`config.mk`:
```
export PLATFORM = sky130hd
export DESIGN_NAME = serial_add_unit
export DESIGN_NICKNAME = d
export VERILOG_FILES = /design/src/rtl/serial_add_unit.sv
export SDC_FILE = /design/constraint.sdc
export NUM_CORES = 1
export LEC_CHECK = 0
export CORE_MARGIN = 8
export CORE_UTILIZATION = 57
export DETAILED_ROUTE_END_ITERATION = 12
export GPL_TIMING_DRIVEN = 0
export PLACE_DENSITY = 0.87
export SYNTH_ARGS = -nofsm -noshare
export SYNTH_HDL_FRONTEND = slang
export SYNTH_SLANG_ARGS = --single-unit
```
`constraint.sdc`:
```
create_clock -name clk -period 4.49 [get_ports clk]
set_clock_uncertainty 0.2 [all_clocks]
set_input_delay 0.898 -clock clk [delete_from_list [all_inputs] [get_ports clk]]
set_output_delay 0.898 -clock clk [all_outputs]
set_load 0.03 [all_outputs]
```
`src/rtl/serial_add_unit.sv`:
```
// Bit-serial add/subtract sequencer: streams operand bit pairs LSB first through one
// full-adder cell and collects sum, carry-out, signed overflow and zero into registered outputs.
module serial_add_unit #(
    parameter int WIDTH = 32
) (
    input  logic             clk,
    input  logic             reset_n,
    input  logic             start,
    input  logic             op_sub,
    input  logic [WIDTH-1:0] a,
    input  logic [WIDTH-1:0] b,
    output logic             busy,
    output logic             done,
    output logic [WIDTH-1:0] result,
    output logic             c_out,
    output logic             overflow,
    output logic             zero
);

    localparam int            CW   = (WIDTH > 1) ? $clog2(WIDTH) : 1;
    localparam logic [CW-1:0] LAST = CW'(WIDTH - 1);

    typedef enum logic [1:0] {IDLE, RUN, DONE} state_t;

    state_t           state;
    logic [WIDTH-1:0] op_a;
    logic [WIDTH-1:0] op_b;
    logic [WIDTH-1:0] sum;
    logic             carry;
    logic             msb_cin;
    logic [CW-1:0]    count;

    logic             fa_s;
    logic             fa_co;
    logic [WIDTH-1:0] sum_next;

    // The single full-adder cell this sequencer feeds.
    always_comb begin
        fa_s     = op_a[0] ^ op_b[0] ^ carry;
        fa_co    = (op_a[0] & op_b[0]) | (carry & (op_a[0] ^ op_b[0]));
        sum_next = {fa_s, sum[WIDTH-1:1]};
    end

    // Overflow is the XOR of two flops that only change on completion, so it holds like a register.
    assign overflow = msb_cin ^ c_out;

    always_ff @(posedge clk or negedge reset_n) begin
        if (!reset_n) begin
            state   <= IDLE;
            op_a    <= '0;
            op_b    <= '0;
            sum     <= '0;
            carry   <= 1'b0;
            msb_cin <= 1'b0;
            count   <= '0;
            busy    <= 1'b0;
            done    <= 1'b0;
            result  <= '0;
            c_out   <= 1'b0;
            zero    <= 1'b0;
        end else begin
            done <= 1'b0;
            if (state == RUN) begin
                sum   <= sum_next;
                carry <= fa_co;
                op_a  <= op_a >> 1;
                op_b  <= op_b >> 1;
                count <= count + CW'(1);
                if (count == LAST) begin
                    msb_cin <= carry;
                    result  <= sum_next;
                    c_out   <= fa_co;
                    zero    <= (sum_next == '0);
                    busy    <= 1'b0;
                    done    <= 1'b1;
                    state   <= DONE;
                end
            end else if (start) begin
                // Subtract is A + ~B + 1: the +1 enters as the initial carry.
                op_a  <= a;
                op_b  <= op_sub ? ~b : b;
                carry <= op_sub;
                count <= '0;
                busy  <= 1'b1;
                state <= RUN;
            end else begin
                busy  <= 1'b0;
                state <= IDLE;
            end
        end
    end

endmodule

```
==> run_results.csv <==
group,metric,value,unit
timing,relSlewSlack,65.9,%
worst_setup_path,r2r_slack,2220,ps
timing,period_needed,3000,ps
floorplan,rows,38,
worst_setup_path,path_delay_family,"buffers and inverters",
synth,ys_seq_area_share,56.1,%
worst_setup_path,slowest_delay,720,ps
synth,ys_types,27,
grt,grt-ovfl-total,0,
timing,finalSetupViolCount,0,
grt,grt_pass1_wl,23800,um
worst_setup_path,path_class,"flop to primary output",
synth,avgSynthCellArea,10.9,um2
cells_and_area,antenna_cells,0,
timing,rsz0062_at_grt,"false",
clock_tree,cts_buffers,17,
hold_path,hp-class,"input pin to asynchronous set/reset pin",
clock_tree,cts_root_buf,"clkbuf_8",
power,switching_share,36.3,%
clock_tree,cts_sinks,139,
routing,drc,0,
place,dp_slack,2070,ps
timing,slew_violations,0,
routing,vias,4572,
clock_tree,cts_tree,"done",
power,p_int,3.04,mW
timing,final_hold_viol_count,0,
power,power.switching,1.73,mW
clock_tree,insertion_delay,510,ps
synth,synth.ff_latch_count,139,
cells_and_area,area_growth,28.5,%
routing,vias_per_cell,5.43,
worst_setup_path,path_max_fanout,3,
worst_setup_path,cp-start-kind,"flop",
cells_and_area,drive_gt1_share,14.4,%
timing,fin_ws,1490,ps
clock_tree,cts_buffer_depth,2,
routing,drt_iter0_drc,281,
routing,wl,14100,um
floorplan,num_io_pins,105,
grt,track_usage,20.3,%
worst_setup_path,crit_buf_inv,1,
job,cap_violations,0,
floorplan,die_area,14500,um2
power,powerDensity,598,nW/um2
power,leakage,3.84,nW
synth,syn_area,6200,um2
power,combPwrFrac,29.5,%
grt,grt_pass1_vias,4875,
routing,ant_nets,0,
clock_tree,cts.clk_slew.worst_paths,70,ps
cells_and_area,fin_util,74.2,%
routing,post_drt_wl_per_cell,16.8,um
timing,worst_hold_slack,140,ps
outcome,status,"complete, no violations",
floorplan,die_h,120,um
worst_setup_path,required,3390,ps
place,portBuffers,102,
cells_and_area,fill_cells,753,
worst_setup_path,worstPathArrival,1900,ps
floorplan,start_util,57.7,%
timing,fmax,0.334,GHz
place,dpl.hpwl,9900,um
grt,grt_max_degree,86,
floorplan,fp.dieW,120,um
routing,dr.pass1.iters,5,
floorplan,core-area,10700,um2
synth,synth_nets,638,
clock_tree,cts_setup_buffers,0,
worst_setup_path,cp_cell_sequence,"xor2_1 -> clkdlybuf4s50_1",
clock_tree,cts_hold_buf,0,
power,seq_power_share,43.7,%
worst_setup_path,cpMaxStageDelayCell,"clkdlybuf4s50_1",
place,gp_congestion,0.771,
timing,tightest_slew,511,ps
power,p_clk_share,26.9,%
grt,antenna_found_initial,0,
clock_tree,htreeDepth,4,
synth,yosys_warnings,0,
clock_tree,post_cts_resized,0,
timing,fin_crit_sh,66.7,%
cells_and_area,final_nets,760,
synth,netlist_instances,567,
worst_setup_path,end_kind,"primary output",
power,vdd_drop_max,0.000412,V
==> power groups by stage <==
stage / registers (mW) / logic, mW / clock network [mW]
3_3_place_gp: 2.05 / 1.31 / 0
5_1_grt: 2.13 / 1.57 / 1.36
2_1_floorplan: 2.12 / 0.796 / 0
3_5_place_dp: 2.08 / 1.39 / 0
4_1_cts: 2.07 / 1.42 / 1.29
6_report: 2.08 / 1.40 / 1.28
==> registers in the layout (all words and copies together), names as in the netlist <==
signal	cells
c_out	1
carry	1
count	5
done	1
msb_cin	1
op_a	32
op_b	32
result	32
state	2
sum	31
zero	1
==> final cells by class <==
| cell class | instances | area [um2] | share of cell area (%) |
|---|---|---|---|
| Buffer | 38 | 235 | 2.95 |
| Clock buffer | 17 | 414 | 5.20 |
| Clock inverter | 15 | 130 | 1.63 |
| Inverter | 2 | 7.51 | 0.0942 |
| Multi-Input combinational cell | 388 | 2480 | 31.1 |
| Sequential cell | 139 | 3480 | 43.6 |
| Tap cell | 140 | 175 | 2.20 |
| Timing Repair Buffer | 103 | 1050 | 13.2 |
==> worst paths after layout <==
kind / start / cells past startpoint / endpoint
max: c_out / 2 / overflow
min: reset_n / 1 / result[8]
max reg2reg: count[0] / 7 / c_out
min reg2reg: op_a[26] / 2 / op_a[25]
max in group asynchronous: reset_n / 2 / op_b[8]
min in group clk: op_a[26] / 2 / op_a[25]
==> cell usage in the layout (no fill, tap or decap), types with 16 or more instances in the layout <==
master	instances
o21ai_0	66
mux2_2	35
xor2_1	32
nand2_1	161
dfrtp_1	139
clkdlybuf4s50_1	101
clkbuf_16	16
buf_2	18
mux2i_1	65
==> cells in the mapped netlist (all sizes together) <==
cell type,count,area (um2)
nand2,161,604
dfrtp,139,3480
o21ai,66,330
mux2i,65,651
mux2,36,405
xor2,32,280
buf,29,199
clkbuf,9,36.3
nor4,8,50.1
nand2b,3,18.8
nor2,3,11.3
ha,2,25.0
inv,2,7.51
nand4,2,12.5
xnor2,2,17.5
a211oi,1,7.51
a22o,1,8.76
and2b,1,10.0
and3,1,6.26
fa,1,20.0
nand3,1,5.00
nand3b,1,7.51
o31ai,1,7.51
==> cell families (layout without fill, tap and decap cells) <==
| family | after synthesis | after routing | synth area share [%] |
|---|---|---|---|
| buf+inv | 40 | 175 | 3.92 |
| xor+xnor | 34 | 34 | 4.80 |
| flops | 139 | 139 | 56.1 |
| compound gates | 69 | 69 | 5.71 |
| fa+ha+maj | 3 | 3 | 0.726 |
| mux | 101 | 101 | 17.0 |
| simple gates | 181 | 181 | 11.7 |
==> layer usage <==
| metal | vias to the layer above | track usage [%] | wire (um) |
|---|---|---|---|
| li1 | 2149 | - | - |
| met1 | 2234 | 23.7 | 5800 |
| met2 | 164 | 35.2 | 7230 |
| met3 | 25 | 5.41 | 821 |
| met4 | 0 | 7.65 | 286 |
| met5 | - | 0 | 0 |
==> per-stage QoR <==
| stage | power (mW) | cells | setup TNS (ps) | cell area [um2] |
|---|---|---|---|---|
| final | 4.76 | 842 | 0 | 7970 |
| after global routing | 5.06 | 842 | 0 | 7970 |
| after CTS | 4.78 | 842 | 0 | 7970 |
| after detailed placement | 3.47 | 810 | 0 | 7420 |
| after global placement | 3.36 | 809 | -404730 | 7400 |
| after floorplan | 2.92 | 567 | 0 | 6200 |
No activity file was read; power rests on OpenSTA's default activity.
